`src/rtl/accelerator_standard_fnn_h_collector_pkg.sv`:
```
// Shared types and constants for the standard FNN accelerator H collector.
// Optional feature macro: ACCELERATOR_STANDARD_FNN_H_COLLECTOR_RELU_EN
package accelerator_standard_fnn_pkg;

    localparam int DATA_SIZE    = 64;  // width of one H element (two's complement)
    localparam int CONTROL_SIZE = 64;  // width of control/size words
    localparam int L            = 64;  // buffer depth = max H vector length
    localparam int PTR_W        = (L > 1) ? $clog2(L) : 1;

    typedef logic [DATA_SIZE-1:0] data_t;
    typedef logic [PTR_W-1:0]     ptr_t;

    localparam data_t ZERO_DATA = '0;

    typedef enum logic [1:0] {
        IDLE,
        CAPTURE,
        DRAIN
    } state_t;

endpackage

```
`src/rtl/accelerator_standard_fnn_h_collector_if.sv`:
```
// Handshake/data bundle between the FNN, the H collector and the downstream consumer.
// master = the side driving START/H_IN/H_OUT_READY, slave = the collector.
interface accelerator_standard_fnn_h_collector_if;
    import accelerator_standard_fnn_pkg::*;

    logic  start;
    logic  ready;
    data_t size_l_in;
    logic  h_in_enable;
    data_t h_in;
    logic  h_out_valid;
    logic  h_out_ready;
    data_t h_out;
    logic  h_out_last;
    logic  size_error;

    modport master (
        output start, size_l_in, h_in_enable, h_in, h_out_ready,
        input  ready, h_out_valid, h_out, h_out_last, size_error
    );

    modport slave (
        input  start, size_l_in, h_in_enable, h_in, h_out_ready,
        output ready, h_out_valid, h_out, h_out_last, size_error
    );

endinterface

```
`src/rtl/accelerator_standard_fnn_h_buffer.sv`:
```
// L x DATA_SIZE register file: one write port, one registered read port.
// A read of the address written in the same cycle returns the new data.
module accelerator_standard_fnn_h_buffer
    import accelerator_standard_fnn_pkg::*;
(
    input  logic  clk,
    input  logic  rst,
    input  logic  wr_en,
    input  ptr_t  wr_addr,
    input  data_t wr_data,
    input  logic  rd_en,
    input  ptr_t  rd_addr,
    output data_t rd_data
);

    data_t mem [L];

    // Storage array write port.
    // NOTE: the array has no reset; its contents are don't-care until written, and leaving it unreset keeps it mappable to plain flops/RAM.
    always_ff @(posedge clk) begin
        if (wr_en) begin
            mem[wr_addr] <= wr_data;
        end
    end

    // Registered read port with same-cycle write forwarding (needed for len==1).
    always_ff @(posedge clk or posedge rst) begin
        if (rst) begin
            rd_data <= ZERO_DATA;
        end else if (rd_en) begin
            rd_data <= (wr_en && (wr_addr == rd_addr)) ? wr_data : mem[rd_addr];
        end
    end

endmodule

```
`src/rtl/accelerator_standard_fnn_h_collector.sv`:
```
// H collector: captures the FNN's strobed H vector into a buffer, then replays it
// over a valid/ready stream. Holds the FSM, pointers, length latch and handshake.
// Optional feature macro: ACCELERATOR_STANDARD_FNN_H_COLLECTOR_RELU_EN
//   (defined: negative elements are stored as zero on capture).
module accelerator_standard_fnn_h_collector
    import accelerator_standard_fnn_pkg::*;
(
    input logic clk,
    input logic rst,
    accelerator_standard_fnn_h_collector_if.slave bus
);

    state_t state_q, state_d;
    ptr_t   wr_ptr_q, rd_ptr_q, last_idx_q;
    logic   ready_q, size_error_q;

    logic   start_ok, size_zero, size_over;
    logic   wr_en, wr_last, rd_en, xfer, xfer_last;
    ptr_t   rd_addr;
    data_t  wr_data, rd_data;

    // A START during the READY pulse belongs to the DRAIN->IDLE cycle and is ignored.
    assign size_zero = (bus.size_l_in == ZERO_DATA);
    assign size_over = (bus.size_l_in > DATA_SIZE'(L));
    assign start_ok  = (state_q == IDLE) && bus.start && !ready_q;
    assign wr_last   = wr_en && (wr_ptr_q == last_idx_q);
    assign xfer      = (state_q == DRAIN) && bus.h_out_ready;
    assign xfer_last = xfer && (rd_ptr_q == last_idx_q);

`ifdef ACCELERATOR_STANDARD_FNN_H_COLLECTOR_RELU_EN
    assign wr_data = bus.h_in[DATA_SIZE-1] ? ZERO_DATA : bus.h_in;
`else
    assign wr_data = bus.h_in;
`endif

    // State register.
    // NOTE: sequential state uses non-blocking assignments so every flop samples pre-edge values.
    always_ff @(posedge clk or posedge rst) begin
        if (rst) begin
            state_q <= IDLE;
        end else begin
            state_q <= state_d;
        end
    end

    // Next-state logic and buffer port strobes.
    // NOTE: every output gets a default first so no path leaves it unassigned (no latches).
    always_comb begin
        state_d = state_q;
        wr_en   = 1'b0;
        rd_en   = 1'b0;
        rd_addr = rd_ptr_q;
        unique case (state_q)
            IDLE: begin
                if (start_ok && !size_zero) begin
                    state_d = CAPTURE;
                end
            end
            CAPTURE: begin
                wr_en = bus.h_in_enable;
                if (bus.h_in_enable && (wr_ptr_q == last_idx_q)) begin
                    state_d = DRAIN;
                    rd_en   = 1'b1;
                    rd_addr = '0;
                end
            end
            DRAIN: begin
                if (xfer) begin
                    if (rd_ptr_q == last_idx_q) begin
                        state_d = IDLE;
                    end else begin
                        rd_en   = 1'b1;
                        rd_addr = rd_ptr_q + PTR_W'(1);
                    end
                end
            end
            default: state_d = IDLE;
        endcase
    end

    // Length latch, pointers, READY pulse and sticky size error.
    always_ff @(posedge clk or posedge rst) begin
        if (rst) begin
            wr_ptr_q     <= '0;
            rd_ptr_q     <= '0;
            last_idx_q   <= '0;
            ready_q      <= 1'b0;
            size_error_q <= 1'b0;
        end else begin
            ready_q <= (start_ok && size_zero) || xfer_last;
            if (start_ok && size_over) begin
                size_error_q <= 1'b1;
            end
            if (start_ok && !size_zero) begin
                last_idx_q <= size_over ? ptr_t'(L - 1)
                                        : bus.size_l_in[PTR_W-1:0] - PTR_W'(1);
                wr_ptr_q   <= '0;
            end else if (wr_en) begin
                wr_ptr_q <= wr_last ? '0 : wr_ptr_q + PTR_W'(1);
            end
            if (wr_last) begin
                rd_ptr_q <= '0;
            end else if (xfer) begin
                rd_ptr_q <= xfer_last ? '0 : rd_ptr_q + PTR_W'(1);
            end
        end
    end

    accelerator_standard_fnn_h_buffer u_buffer (
        .clk     (clk),
        .rst     (rst),
        .wr_en   (wr_en),
        .wr_addr (wr_ptr_q),
        .wr_data (wr_data),
        .rd_en   (rd_en),
        .rd_addr (rd_addr),
        .rd_data (rd_data)
    );

    assign bus.h_out_valid = (state_q == DRAIN);
    assign bus.h_out       = rd_data;
    assign bus.h_out_last  = (state_q == DRAIN) && (rd_ptr_q == last_idx_q);
    assign bus.ready       = ready_q;
    assign bus.size_error  = size_error_q;

endmodule

```
`src/flat_wrapper.sv`:
```
// flat-port wrapper written by rule: the top's interface ports become plain ports
module accelerator_standard_fnn_h_collector_flat import accelerator_standard_fnn_pkg::*;
  (clk, rst, bus_start, bus_size_l_in, bus_h_in_enable, bus_h_in, bus_h_out_ready, bus_ready, bus_h_out_valid, bus_h_out, bus_h_out_last, bus_size_error);
  accelerator_standard_fnn_h_collector_if bus_i ();
  input logic clk;
  input logic rst;
  input wire logic [$bits(bus_i.start)-1:0] bus_start;
  input wire logic [$bits(bus_i.size_l_in)-1:0] bus_size_l_in;
  input wire logic [$bits(bus_i.h_in_enable)-1:0] bus_h_in_enable;
  input wire logic [$bits(bus_i.h_in)-1:0] bus_h_in;
  input wire logic [$bits(bus_i.h_out_ready)-1:0] bus_h_out_ready;
  output wire logic [$bits(bus_i.ready)-1:0] bus_ready;
  output wire logic [$bits(bus_i.h_out_valid)-1:0] bus_h_out_valid;
  output wire logic [$bits(bus_i.h_out)-1:0] bus_h_out;
  output wire logic [$bits(bus_i.h_out_last)-1:0] bus_h_out_last;
  output wire logic [$bits(bus_i.size_error)-1:0] bus_size_error;
  assign bus_i.start = bus_start;
  assign bus_i.size_l_in = bus_size_l_in;
  assign bus_i.h_in_enable = bus_h_in_enable;
  assign bus_i.h_in = bus_h_in;
  assign bus_i.h_out_ready = bus_h_out_ready;
  assign bus_ready = bus_i.ready;
  assign bus_h_out_valid = bus_i.h_out_valid;
  assign bus_h_out = bus_i.h_out;
  assign bus_h_out_last = bus_i.h_out_last;
  assign bus_size_error = bus_i.size_error;
  accelerator_standard_fnn_h_collector u_core (.clk(clk), .rst(rst), .bus(bus_i));
endmodule
```
`config.mk`:
```
export PLATFORM = sky130hd
export DESIGN_NAME = accelerator_standard_fnn_h_collector_flat
export DESIGN_NICKNAME = d
export VERILOG_FILES = /design/src/rtl/accelerator_standard_fnn_h_collector_pkg.sv /design/src/rtl/accelerator_standard_fnn_h_collector_if.sv /design/src/rtl/accelerator_standard_fnn_h_buffer.sv /design/src/rtl/accelerator_standard_fnn_h_collector.sv /design/src/flat_wrapper.sv
export SDC_FILE = /design/constraint.sdc
export NUM_CORES = 2
export LEC_CHECK = 0
export BUFFER_PORTS_ARGS = -buffer_cell sky130_fd_sc_hd__buf_2
export CORE_ASPECT_RATIO = 1.2
export CORE_MARGIN = 2
export CORE_UTILIZATION = 55
export CTS_CLUSTER_SIZE = 40
export DETAILED_ROUTE_END_ITERATION = 12
export PLACE_DENSITY = 0.71
export SLEW_MARGIN = 40
export SYNTH_ARGS = -nofsm -noshare
export SYNTH_HDL_FRONTEND = slang
export SYNTH_SLANG_ARGS = --single-unit
```
`constraint.sdc`:
```
create_clock -name clk -period 7.6 [get_ports clk]
set_input_delay 1.52 -clock clk [delete_from_list [all_inputs] [get_ports clk]]
set_output_delay 1.52 -clock clk [all_outputs]
set_load 0.005 [all_outputs]
```
After elaboration in Yosys (flattened, before gate mapping). Memory sizes are Yosys's and may differ from the RTL's. A register that Yosys moved wholly into a read port is not among the register bits. Index checks and enable logic that the tools add are counted.

Add/sub/neg operators: 3. $lt $le $gt $ge: 1. Equality and inequality tests: 8. Muxes and demuxes: 23. Reductions and logical operators: 18.

Operators by type and width (count): 64-bit by 7-bit greater-than comparator with 1-bit output (second input constant) (1); 64-bit zero test (1); 6-bit 2-to-1 mux (10); 6-bit by 1-bit adder with 6-bit output (second input constant) (2); 6-bit equality test (2); 6-bit case mux with 2 select lines (1); 1-bit logical AND (10); 2-bit 2-to-1 mux (4); 1-bit 2-to-1 mux (6); 2-bit by 1-bit != test with 1-bit output (second input constant) (3); 2-bit case mux with 3 select lines (1); 6-bit by 1-bit subtractor with 6-bit output (second input constant) (1); 4-bit AND reduction (1); 2-bit nonzero test (2); 2-bit by 1-bit equality test with 1-bit output (second input constant) (1); 2-bit equality test (second input constant) (1); 1-bit zero test (2); 2-bit zero test (1); 2-bit != test (second input constant) (1); 1-bit case mux with 2 select lines (1); 1-bit logical OR (1).

Flip-flop bits (word level): 22. Memory bits (writable): 4096. Bits of input ports: 133. Output and inout bits: 68. Word-level logic and storage cells: 60. Memories kept: 1.

Memory list: u_core.u_buffer.mem (words 64, width 64, read ports 1, clocked after Yosys merged registers in 1, write ports 1, line accelerator_standard_fnn_h_buffer.sv:16) `data_t mem [L];`.

Longest topological paths before layout.
Depth in word-level cells: 6. Depth in mapped cells: 18. Depth with buffers taken out: 12.

Hierarchy. From an unflattened synthesis, not the netlist that was laid out.

Cell total of the unflattened synthesis: 6921. Area total of the unflattened synthesis: 158776.0 µm².

Modules (own cells, without submodules): accelerator_standard_fnn_h_buffer (times used 1, cells an instance 6724, area an instance 157105.7 µm², seq. area each 124599.5 µm²); accelerator_standard_fnn_h_collector (times used 1, cells an instance 197, area an instance 1670.4 µm², seq. area each 550.5 µm²).

Worst setup path after synthesis. Ideal clock, no wire load.

Kind: input port to flip-flop. From: input port bus_h_in_enable. To: memory u_core.u_buffer.mem[48][0] (netlist name) (enable). Setup time: 0.565 ns. Arrival: 6.620 ns. Data required time: 7.035 ns. Setup slack: 0.415 ns. Stages: 5. Path buffers: 1. Cell sequence: and2_1 > clkbuf_1 > nand3_1 > or2_2 > nor3_1.

Cells in the longest elaborated chain, start to end: 3.

RTL lines: start, declared (line flat_wrapper.sv:9) `input wire logic [$bits(bus_i.h_in_enable)-1:0] bus_h_in_enable;`; 1-bit 2-to-1 mux (line accelerator_standard_fnn_h_collector.sv:53) `unique case (state_q)`; 1-bit 2-to-1 mux (line accelerator_standard_fnn_h_buffer.sv:21) `if (wr_en) begin`; 1-bit 2-to-1 mux (not written as such) (line accelerator_standard_fnn_h_buffer.sv:22) `mem[wr_addr] <= wr_data;`; end, declared (line accelerator_standard_fnn_h_buffer.sv:16).

Every way passes these cells.

Worst setup path in the final report.
From: register u_core.wr_ptr_q[0]. To: register u_core.u_buffer.rd_data[55], read port of u_core.u_buffer.mem.

Cells in the longest elaborated chain, start to end: 4. Elaborated cells on any way between the ends: 6. Classes of those cells: eq/ne (1); mux (4); reduce/logical (1).

RTL lines: start, declared (line accelerator_standard_fnn_h_collector.sv:14) `ptr_t wr_ptr_q, rd_ptr_q, last_idx_q;`; start signal, assigned (line accelerator_standard_fnn_h_collector.sv:99) `wr_ptr_q <= wr_last ? '0 : wr_ptr_q + PTR_W'(1);`; 6-bit equality test * (line accelerator_standard_fnn_h_collector.sv:61) `if (bus.h_in_enable && (wr_ptr_q == last_idx_q)) begin`; 1-bit logical AND * (line accelerator_standard_fnn_h_collector.sv:61); 6-bit 2-to-1 mux or 1-bit 2-to-1 mux (tied branches) (line accelerator_standard_fnn_h_collector.sv:61); 6-bit case mux with 2 select lines or 1-bit case mux with 2 select lines (tied branches) (line accelerator_standard_fnn_h_collector.sv:53); end, declared (line accelerator_standard_fnn_h_buffer.sv:13) `output data_t rd_data`.

Every way passes the cells marked *; elsewhere a longest branch is shown, timed or not. A chain may end at the register's enable or synchronous reset.

==> out/results.ini <==
[outcome]
outcome=complete, no violations

[synthesis]
syn_inst=8545
synth-compound-area-share=0.0397
async_reset_ff_frac=0.0206
syn_nets=8685
synth_enable_flop_cells=4096
yosysTopAreaCell=edfxtp_1
yosys.area_share.xor_xnor=0.00136
yosys.area_share.simple=0.0547
synthDistinctLibCells=69
synth-main-ff-cell=edfxtp_1
synth_top_family_by_area=multiplexers
ys_ff_latch=4182
yosysWarningCount=0
yosys-top-cells-area=edfxtp_1 (77%), mux4_2 (8.0%), nand2_1 (2.8%), mux2i_1 (2.4%), a32oi_1 (1.4%)
netlist.area_leader.share=0.767
synthMuxAreaShare=0.108
syn_area_um2=160000
avgSynthCellArea_um2=18.8
synth_sequential_area_ratio=0.780
synth_fa_ha_area_frac=0.000546

[routing]
vias=89693
drt-total-wl_um=460000
wl_per_cell_um=35.1
drtIter0Drc=13502
drc=0
viasPerCell=6.85
drt-pass1-iter-count=6
postRouteAntennaNets=0

[final_layout]
regArea_um2=125000
syn2layout_area_growth_pct=12.6
final_util=0.621
drive_gt1_frac=0.196
fillers=19540
multi_input_area_um2=33600
final_cell_area_um2=181000
nets=9086

[timing]
tightest_slew_ps=912
max-slew-margin-rel=0.376
fin_crit_sh=0.697
clock_skew_ps=56.9
fmax_ghz=0.189
setup_viol=0
setup_tns_ps=0
setup_ws_ps=2300
maxSlewViolCount=0
finalHoldViolCount=0
rsz0062_at_grt=false
post-route-min-period_ps=5300

[floorplanning]
die_area_um2=296000
rows=217
die_w_um=497
start_util=0.552
fp.dieH_um=596
io-pin-count=201
coreArea_um2=291000

[clock_tree]
clk_pin_slew_worst_paths_ps=60
post_cts_buffers=0
ctsLongestPathBuffers=4
cts_tree=yes
cts_resized=0
h-tree-depth=5
cts.sinks=4182
clk_latency_ps=920
hold_buffers=0
cts_buffers=390
cts-root-buf=clkbuf_16

[critical_path]
rr_worst_depth=12
ff2ff_setup_slack_ps=2300
rr_endpoint=u_core.u_buffer.rd_data[55]
max_stage_delay_ps=760
worst-setup-path-type=reg2reg
cp-start-kind=register
cp_data_arrival_time_ps=6030
crit_fanout=26
crit_top_cell=buf_4
r2r_start=u_core.wr_ptr_q[0]
path_cells=xnor2_1 > nand3_1 > o31a_1 > o32ai_4 > buf_12 > buf_4 > buf_4 > mux4_2 > mux2_2 > a22o_1 > a2111oi_0 > a21oi_1
slowest_stage=dfrtp_1
crit_required_ps=8330
end_kind=register

[pwr]
peakVddDrop_uv=342
power.leakage_uw=0.0586
p_per_area_nw_per_um2=343
power_uw=62000

[place]
detailed_place_hpwl_um=247000
place_area_um2=168000
gp_congestion=0.833
port_buffers=200
dp_slack_ps=1750

[grt]
grt_pass1_vias=87867
grt_first_pass_wirelength_um=644000
antenna_found_initial=20
grt_max_degree=140
track_usage=0.306
grt_overflow=0

[run]
max_cap_viol_count=0

[worst_hold_path]
hold_class=reg2reg
hold-path-endpoint=u_core.bus.size_error
worstHoldStart=u_core.bus.size_error
whs_path_depth=1

==> area by class of cell <==
class                      instances  area share
multi-input combinational       3842       0.186
inverter                           9    0.000215
clock buffer                     476      0.0574
timing repair buffer             521      0.0250
clock inverter                   228      0.0113
tap                             3832      0.0266
sequential                      4182       0.693
antenna                            9    0.000125
==> cells in the final DEF (no fill, tap or decap), types with 16 or more instances in the layout <==
cell type	count
edfxtp_1	4096
nand2_1	1200
mux4_2	568
clkbuf_16	402
mux2i_1	389
nand3_1	266
a32oi_1	260
buf_4	244
a22oi_1	192
buf_2	169
nand4_1	137
dfrtp_1	86
clkinv_1	80
o21ai_0	77
clkinv_2	75
a31oi_1	74
clkbuf_1	70
or3_1	69
nor2_4	69
o22ai_1	64
and4_1	63
mux2_2	48
buf_12	43
and3_1	41
a21oi_1	40
nor2_1	36
buf_6	35
a211oi_1	34
bufinv_16	34
a22o_1	32
clkinvlp_4	20
buf_8	20
a2111oi_0	16
==> logic make-up after synthesis <==
kind of cell,count (synthesis)
xor+xnor,24
flops,4182
compound gates,842
simple gates,1950
mux,1019
buf+inv,521
fa+ha+maj,7
==> synth_stat cells (78+ instances only) <==
| cell type | number |
|---|---|
| clkbuf_1 | 307 |
| edfxtp_1 | 4096 |
| nor2_1 | 102 |
| nand4_1 | 137 |
| mux4_2 | 568 |
| a32oi_1 | 260 |
| buf_2 | 138 |
| a22oi_1 | 192 |
| dfrtp_1 | 86 |
| mux2i_1 | 389 |
| nand2_1 | 1205 |
| nand3_1 | 267 |
| o21ai_0 | 78 |
==> critical path: cells and delay by family, from the launching register on <==
| kind | cells | cell delay, ps |
|---|---|---|
| and+or+nand+nor | 1 | 140 |
| muxes | 2 | 840 |
| AOI/OAI and AO/OA | 5 | 1930 |
| DFF | 1 | 760 |
| xor gates and xnor gates | 1 | 200 |
| buffers and inverters | 3 | 1140 |
==> flip-flops by register name, indices dropped and copies added (netlist names) <==
signal and cells:
u_core.last_idx_q 6, u_core.rd_ptr_q 6, u_core.u_buffer.rd_data 64, u_core.u_buffer.mem 4096, u_core.bus.size_error 1, u_core.state_q 2, u_core.bus.ready 1, u_core.wr_ptr_q 6
==> where the power goes <==
group	switching [uW]	internal, uW	total (uW)
sequential	446	25600	26100
clock	8350	10800	19200
combinational	10000	6670	16700
total	18800	43200	62000
==> routing by layer <==
metal	vias up	global-route usage	part of all wire
li1	35467	-	-
met1	46355	0.408	0.35
met2	6640	0.483	0.47
met3	1213	0.0729	0.13
met4	18	0.141	0.052
met5	-	0	0.00029
==> per-stage QoR <==
stage | hold slack, ps | cells
final | 488 | 13099
after global routing | 522 | 13092
after CTS | 507 | 13086
after detailed placement | 490 | 12382
after global placement | 459 | 12349
after floorplan | 468 | 8545
==> worst max path at each step <==
stage | startpoint | depth (start not counted) | slack (ps) | to
floorplan | bus_h_in_enable | 5 | 420 | u_core.u_buffer.mem[48][0]
global placement | bus_h_out_ready | 13 | 1360 | u_core.u_buffer.rd_data[36]
detailed placement | bus_h_in_enable | 11 | 1750 | u_core.u_buffer.rd_data[8]
CTS | u_core.wr_ptr_q[0] | 11 | 2320 | u_core.u_buffer.rd_data[32]
global route | u_core.wr_ptr_q[0] | 12 | 1980 | u_core.u_buffer.rd_data[55]
finish | u_core.wr_ptr_q[0] | 12 | 2300 | u_core.u_buffer.rd_data[55]
Note: power is estimated with default switching activity, not from simulation.
